## config.mk

```make
export PLATFORM = sky130hd
export DESIGN_NAME = lime_io_bridge_flat
export DESIGN_NICKNAME = d
export VERILOG_FILES = /design/src/rtl/lime_io_bridge_if.sv /design/src/rtl/lime_io_bridge.sv /design/src/flat_wrapper.sv
export SDC_FILE = /design/constraint.sdc
export NUM_CORES = 1
export LEC_CHECK = 0
export ABC_CLOCK_PERIOD_IN_PS = 2000
export CORE_ASPECT_RATIO = 1.25
export CORE_MARGIN = 3
export CORE_UTILIZATION = 40
export CTS_CLUSTER_DIAMETER = 200
export CTS_CLUSTER_SIZE = 14
export DETAILED_ROUTE_END_ITERATION = 7
export PLACE_DENSITY = 0.68
export SYNTH_ARGS = -nofsm -noshare
export SYNTH_HDL_FRONTEND = slang
export SYNTH_SLANG_ARGS = --single-unit
```

## constraint.sdc

```tcl
create_clock -name CLK -period 2 [get_ports CLK]
set_input_delay 0.2 -clock CLK [delete_from_list [all_inputs] [get_ports CLK]]
set_output_delay 0.2 -clock CLK [all_outputs]
set_load 0.1 [all_outputs]
```

## src/rtl/lime_io_bridge_if.sv

```systemverilog
// lime_io_bridge_if: core-side and external-side signals of lime_io_bridge.
// Defining LIME_IO_OVF_COUNT_EN adds the ovf_count signal.
interface lime_io_bridge_if #(
    parameter int AW    = 2,
    parameter int WIDTH = 16
);
    logic [WIDTH-1:0] out_data;
    logic             out_wr;
    logic             out_full;
    logic [AW:0]      out_count;
    logic             out_ovf;
    logic             ext_valid;
    logic [WIDTH-1:0] ext_data;
    logic             ext_ready;
    logic             ext_in_valid;
    logic [WIDTH-1:0] ext_in_data;
    logic             ext_in_ready;
    logic [WIDTH-1:0] in_data;
    logic             in_avail;
    logic             in_rd;
`ifdef LIME_IO_OVF_COUNT_EN
    logic [7:0]       ovf_count;
`endif

    modport slave (
        input  out_data, out_wr, ext_ready, ext_in_valid, ext_in_data, in_rd,
        output out_full, out_count, out_ovf, ext_valid, ext_data, ext_in_ready, in_data, in_avail
`ifdef LIME_IO_OVF_COUNT_EN
        , output ovf_count
`endif
    );

    modport master (
        output out_data, out_wr, ext_ready, ext_in_valid, ext_in_data, in_rd,
        input  out_full, out_count, out_ovf, ext_valid, ext_data, ext_in_ready, in_data, in_avail
`ifdef LIME_IO_OVF_COUNT_EN
        , input ovf_count
`endif
    );
endinterface

```

## src/rtl/lime_io_bridge.sv

```systemverilog
// lime_io_bridge: core I/O bridge with an output FIFO and a one-word input holding register.
// Defining LIME_IO_OVF_COUNT_EN adds a saturating dropped-write counter (ovf_count).
module lime_io_bridge #(
    parameter int DEPTH = 4,
    parameter int AW    = 2,
    parameter int WIDTH = 16
) (
    input logic             CLK,
    input logic             Reset_n,
    lime_io_bridge_if.slave io
);
    typedef enum logic {EMPTY, HELD} in_state_t;
    localparam logic [AW:0] FULL_CNT = DEPTH[AW:0];

    logic [WIDTH-1:0] mem [DEPTH];
    logic [AW-1:0]    wp, rp;
    logic [AW:0]      count;
    logic             full, valid, push, pop, drop;
    in_state_t        state;
    logic             in_ready, in_avail;
    logic [WIDTH-1:0] in_data;
`ifdef LIME_IO_OVF_COUNT_EN
    logic [7:0]       ovf_count;
`else
    logic             ovf;
`endif

    assign full  = count == FULL_CNT;
    assign valid = count != '0;
    assign pop   = valid & io.ext_ready;
    assign push  = io.out_wr & (~full | pop);
    assign drop  = io.out_wr & full & ~pop;

    assign io.out_full     = full;
    assign io.out_count    = count;
    assign io.ext_valid    = valid;
    assign io.ext_data     = valid ? mem[rp] : '0;
    assign io.ext_in_ready = in_ready;
    assign io.in_avail     = in_avail;
    assign io.in_data      = in_data;
`ifdef LIME_IO_OVF_COUNT_EN
    assign io.ovf_count    = ovf_count;
    assign io.out_ovf      = ovf_count != 8'd0;
`else
    assign io.out_ovf      = ovf;
`endif

    always_ff @(posedge CLK)
        if (push) mem[wp] <= io.out_data;

    always_ff @(posedge CLK or negedge Reset_n)
        if (!Reset_n) begin
            wp    <= '0;
            rp    <= '0;
            count <= '0;
`ifdef LIME_IO_OVF_COUNT_EN
            ovf_count <= 8'd0;
`else
            ovf   <= 1'b0;
`endif
        end else begin
            if (push) wp <= wp + 1'b1;
            if (pop) rp <= rp + 1'b1;
            if (push && !pop) count <= count + 1'b1;
            else if (pop && !push) count <= count - 1'b1;
`ifdef LIME_IO_OVF_COUNT_EN
            if (drop && ovf_count != 8'hFF) ovf_count <= ovf_count + 8'd1;
`else
            if (drop) ovf <= 1'b1;
`endif
        end

    // ready stays low until the first edge after reset release, then tracks EMPTY
    always_ff @(posedge CLK or negedge Reset_n)
        if (!Reset_n) begin
            state    <= EMPTY;
            in_ready <= 1'b0;
            in_avail <= 1'b0;
            in_data  <= '0;
        end else if (state == EMPTY) begin
            if (in_ready && io.ext_in_valid) begin
                state    <= HELD;
                in_ready <= 1'b0;
                in_avail <= 1'b1;
                in_data  <= io.ext_in_data;
            end else begin
                in_ready <= 1'b1;
            end
        end else if (io.in_rd) begin
            state    <= EMPTY;
            in_ready <= 1'b1;
            in_avail <= 1'b0;
        end
endmodule

```

## src/flat_wrapper.sv

```systemverilog
// flat-port wrapper written by rule: the top's interface ports become plain ports
module lime_io_bridge_flat 
#(
    parameter int DEPTH = 4,
    parameter int AW    = 2,
    parameter int WIDTH = 16
)
  (CLK, Reset_n, io_out_data, io_out_wr, io_ext_ready, io_ext_in_valid, io_ext_in_data, io_in_rd, io_out_full, io_out_count, io_out_ovf, io_ext_valid, io_ext_data, io_ext_in_ready, io_in_data, io_in_avail);
  lime_io_bridge_if #(.AW(AW), .WIDTH(WIDTH)) io_i ();
  input logic CLK;
  input logic Reset_n;
  input wire logic [$bits(io_i.out_data)-1:0] io_out_data;
  input wire logic [$bits(io_i.out_wr)-1:0] io_out_wr;
  input wire logic [$bits(io_i.ext_ready)-1:0] io_ext_ready;
  input wire logic [$bits(io_i.ext_in_valid)-1:0] io_ext_in_valid;
  input wire logic [$bits(io_i.ext_in_data)-1:0] io_ext_in_data;
  input wire logic [$bits(io_i.in_rd)-1:0] io_in_rd;
  output wire logic [$bits(io_i.out_full)-1:0] io_out_full;
  output wire logic [$bits(io_i.out_count)-1:0] io_out_count;
  output wire logic [$bits(io_i.out_ovf)-1:0] io_out_ovf;
  output wire logic [$bits(io_i.ext_valid)-1:0] io_ext_valid;
  output wire logic [$bits(io_i.ext_data)-1:0] io_ext_data;
  output wire logic [$bits(io_i.ext_in_ready)-1:0] io_ext_in_ready;
  output wire logic [$bits(io_i.in_data)-1:0] io_in_data;
  output wire logic [$bits(io_i.in_avail)-1:0] io_in_avail;
  assign io_i.out_data = io_out_data;
  assign io_i.out_wr = io_out_wr;
  assign io_i.ext_ready = io_ext_ready;
  assign io_i.ext_in_valid = io_ext_in_valid;
  assign io_i.ext_in_data = io_ext_in_data;
  assign io_i.in_rd = io_in_rd;
  assign io_out_full = io_i.out_full;
  assign io_out_count = io_i.out_count;
  assign io_out_ovf = io_i.out_ovf;
  assign io_ext_valid = io_i.ext_valid;
  assign io_ext_data = io_i.ext_data;
  assign io_ext_in_ready = io_i.ext_in_ready;
  assign io_in_data = io_i.in_data;
  assign io_in_avail = io_i.in_avail;
  lime_io_bridge #(.DEPTH(DEPTH), .AW(AW), .WIDTH(WIDTH)) u_core (.CLK(CLK), .Reset_n(Reset_n), .io(io_i));
endmodule
```

# Word-level counts from Yosys, hierarchy flattened
# Memory sizes are Yosys's and may differ from the RTL's.
# Cells that the tools add are included.
# word_totals
memories	1
ff_bits	27
inputBits	38
elab_cells	47
output_inout_bits	40
ram_bits	64
# memory_table
memory	depth	width	rd	rd_ports_with_merged_regs	write_ports	line	text
u_core.mem	4	16	1	0	1	lime_io_bridge.sv:15	logic [WIDTH-1:0] mem [DEPTH];
# op_classes
n_mux	14
eq_ne	2
n_bitwise	8
add_sub_neg	4
reduce_logical	10
# ops
cell	n
$mux 16	1
$mux 1	11
$mux 3	2
$add 2x1->2 const B	2
$and 1x1->1	4
$reduce_and 2->1	2
$reduce_bool 2->1	2
$add 3x1->3 const B	1
$eq 3x3->1 const B	1
$logic_and 1x1->1	3
$not 1->1	3
$reduce_bool 3->1	1
$sub 3x1->3 const B	1
$logic_not 1->1	2
$ne 2x2->1 const B	1
$or 1x1->1	1

# Depth between registers and ports, before layout
# logic_depth
depth_word	8
mapped_depth	9
depth_no_buf	8

# Worst setup path after synthesis
# No wires, ideal clock.
# synth_timing
path_type	register to register
start	reg u_core.count[2], in the netlist u_core.io.out_count[2]
end	reg u_core.count[1], in the netlist u_core.io.out_count[1]
setup_ps	126
path_slack_ps	-1763
t_arrival_ps	3637
path_stages_with_launch	7
t_required_ps	1874
path_buffers	0
period_less_slack_ps	3763
cell_sequence	dfrtp_1 nor3b_2 a21boi_2 ha_1 inv_1 fa_1 mux2_2
# synth_via
elab_chain_cells	7
elab_cells_between_ends	12
cone_classes	1 x eq/ne; 1 x mux; 4 x bitwise; 6 x reduce/logical
# synth_rtl
item	line	text
from (decl)	lime_io_bridge.sv:17	logic [AW:0] count;
from (signal assigned)	lime_io_bridge.sv:64	if (push && !pop) count <= count + 1'b1;
from (signal assigned)	lime_io_bridge.sv:65	else if (pop && !push) count <= count - 1'b1;
$eq 3x3->1 *	lime_io_bridge.sv:28	assign full = count == FULL_CNT;
via io_out_full	flat_wrapper.sv:18	output wire logic [$bits(io_i.out_full)-1:0] io_out_full;
$not 1->1 *	lime_io_bridge.sv:31	assign push = io.out_wr & (~full | pop);
$or 1x1->1 *	lime_io_bridge.sv:31	
$and 1x1->1 *	lime_io_bridge.sv:31	
via u_core.push	lime_io_bridge.sv:18	logic full, valid, push, pop, drop;
$logic_not 1->1	lime_io_bridge.sv:65	
$logic_and 1x1->1	lime_io_bridge.sv:65	
$reduce_bool 2->1 (no source line)	-	
# The timed path passes the listed nets; every way through them passes the cells marked *.
# A chain may end at the register's enable or synchronous reset.

# Final worst setup path
# layout_timing
start	reg u_core.rp[0]
end	out io_ext_data[3]
# layout_via
elab_chain_cells	2
# layout_rtl
item	line	text
from (decl)	lime_io_bridge.sv:16	logic [AW-1:0] wp, rp;
from (signal assigned)	lime_io_bridge.sv:63	if (pop) rp <= rp + 1'b1;
$mem_v2 4x16	-	
$mux 16	lime_io_bridge.sv:37	assign io.ext_data = valid ? mem[rp] : '0;
to (decl)	flat_wrapper.sv:22	output wire logic [$bits(io_i.ext_data)-1:0] io_ext_data;
# No other way between the ends.

==> flow_summary.yaml <==
synth:
  synthAdderAreaFrac_pct: 2.29
  syn-instance-count: 182
  synth_area_mm2: 0.00361
  ys_seq_area_share_pct: 71.9
  ys.flop_type: "edfxtp_1"
  synth_edf_count: 64
  synth_compound_area_share_pct: 0.936
  synth_top_family_by_area: "multiplexers"
  syn_nets: 226
  yosys_warnings: 0
  async_flop_share_pct: 29.7
  yosys.area.top_type: "edfxtp_1"
  postSynthRegisterBits: 91
  synth.distinct_cells: 25
  synth-xor-area-share_pct: 1.46
  yosys-top-cells-area: "edfxtp_1 (53%), dfrtp_1 (19%), mux4_1 (5.8%)"
  synth_simple_gate_area_share_pct: 4.92
  muxShareOfSynthArea_pct: 16.4
  yosys.area.top_type_share_pct: 53.2
  avgSynthCellArea_um2: 19.8
layout:
  seqCellArea_mm2: 0.00261
  final_area_mm2: 0.00516
  layout_common_cells: "edfxtp_1 (64), buf_4 (43), clkdlybuf4s50_1 (37)"
  final-instance-count-excl-fill: 416
  fin_nets: 335
  drive_gt1_share_pct: 50.7
  num-fill-cells: 710
  diodes: 0
  final_util_pct: 59.0
  multi_input_area_um2: 996
  area_delta_synth_final_pct: 43.0
  layout_commonest_cell: "edfxtp_1"
worst_setup_path:
  cp_common_cell: "buf_12"
  worstPathArrival_ns: 1.80
  max_stage_delay_ns: 0.52
  endpoint_kind: "primary output"
  critical_path_buf_inv_count: 2
  path_delay_family: "multiplexers"
  slowest_stage: "mux4_2"
  required_ns: 1.80
  worstSetupPathType: "flip-flop to primary output"
  path_cells: "buf_12, mux4_2, and2_4, buf_12"
  startpoint_type: "flip-flop"
  cp_max_fo: 9
clock_network:
  cts_hold_buf: 0
  insertion_delay_ns: 0.36
  clock-root-buffer: "clkbuf_8"
  h-tree-depth: 3
  numCtsBuffers: 9
  clock_sinks: 91
  cts_max_path_buffers: 2
  cts_tree: "done"
  clk_transition_reported_paths_ns: 0.09
timing:
  finalClockSkew_ns: 0.00912
  worst_slew_pin_slew_ns: 0.448
  setup_violations: 0
  relSlewSlack_pct: 70.1
  fin_crit_sh_pct: 99.8
  worst_hold_slack_ns: 0.210
  rsz0062_at_grt: "true"
  drv_slew: 0
  max_freq_mhz: 501
  min_period_ns: 2.00
  hold_violations: 0
place:
  gp_congestion: 0.686
  dp.cells: 392
  placed_cell_area_mm2: 0.00485
  dpl.hpwl_mm: 4.66
  io_buffers: 77
routing:
  ant_nets: 0
  via_per_inst: 4.74
  wl_per_cell_um: 16.4
  first_pass_iters: 4
  dr.first_iter.drc_count: 85
  routed_wl_mm: 6.81
  drcViolationCount: 0
  vias: 1971
global_routing:
  grt_max_degree: 28
  grt_pass1_vias: 2242
  overflow: 0
  grt_usage_pct: 14.4
  grt_pass1_wl_mm: 11.3
  antenna_found_initial: 0
die:
  die-area_mm2: 0.0102
  die_w_um: 91.0
  row_count: 38
  coreArea_mm2: 0.00875
  ios: 78
  fp.dieH_um: 112
  start_util_pct: 41.3
worst_hold_path:
  hold_class: "input pin to asynchronous set/reset pin"
outcome:
  status: "complete, no violations"
flow_run:
  maxCapViolCount: 0
[repair_timing]
action / CTS / global route
setup buffers: 7 / 1
gates cloned: 1 / 0
pin swaps: 7 / 6
setup endpoints to repair: 18 / 18
gates resized for setup: 23 / 2
[routing by layer]
metal / vias up / wire [µm] / GRT usage, %
li1: 904 / - / -
met1: 984 / 2670 / 16.7
met2: 73 / 3510 / 24.2
met3: 10 / 495 / 4.76
met4: 0 / 139 / 6.94
met5: - / 0 / 0
[cells in the mapped netlist (2+ instances only)]
master and number:
xor2_1 2, nand2_1 4, xnor2_1 4, edfxtp_1 64, dfrtp_1 27, and2_1 20
mux4_1 8, mux4_2 8, ha_1 5, inv_1 5, buf_2 4, mux2_2 18
[sequential cells by signal (all words and copies together), names as in the netlist]
| signal | cells |
|---|---|
| u_core.io.ext_in_ready | 1 |
| u_core.io.in_avail | 1 |
| u_core.io.in_data | 16 |
| u_core.io.out_count | 3 |
| u_core.io.out_ovf | 1 |
| u_core.mem | 64 |
| u_core.rp | 2 |
| u_core.state | 1 |
| u_core.wp | 2 |
[stage by stage]
step / setup slack [ns] / TNS, ns
after floorplan: -0.803 / -28.40
after global routing: -0.0610 / -0.480
after detailed placement: -0.0510 / -0.0522
final: 0.00479 / 0
after CTS: -0.0811 / -0.572
after global placement: -0.0236 / -0.0236
[cell families after synthesis]
| group | count (synthesis) |
|---|---|
| compound gates | 4 |
| xor+xnor | 6 |
| fa+ha+maj | 6 |
| buf+inv | 12 |
| flops | 91 |
| mux | 34 |
| simple gates | 29 |
[worst paths after layout]
kind	startpoint	endpoint	slack [ns]	depth (start not counted)
setup / recovery	u_core.rp[0]	io_ext_data[3]	0.005	4
hold reg to reg	u_core.rp[1]	u_core.rp[1]	0.47	1
setup reg to reg	u_core.io.out_count[0]	u_core.io.out_count[1]	0.02	7
hold / removal	Reset_n	u_core.io.out_count[1]	0.21	2
max in group asynchronous	Reset_n	u_core.io.out_count[2]	1.50	2
min in group CLK	io_ext_in_data[11]	u_core.io.in_data[11]	0.45	2
[area by class of cell]
type	instances	share of cell area, %
Sequential cell	91	50.6
Timing Repair Buffer	105	22.7
Multi-Input combinational cell	79	19.3
Tap cell	120	2.91
Clock buffer	9	2.40
Clock inverter	7	1.79
Inverter	5	0.364
Power is not shown: default switching activity piles up to over one toggle a cycle in this logic, so the estimate is an artifact.
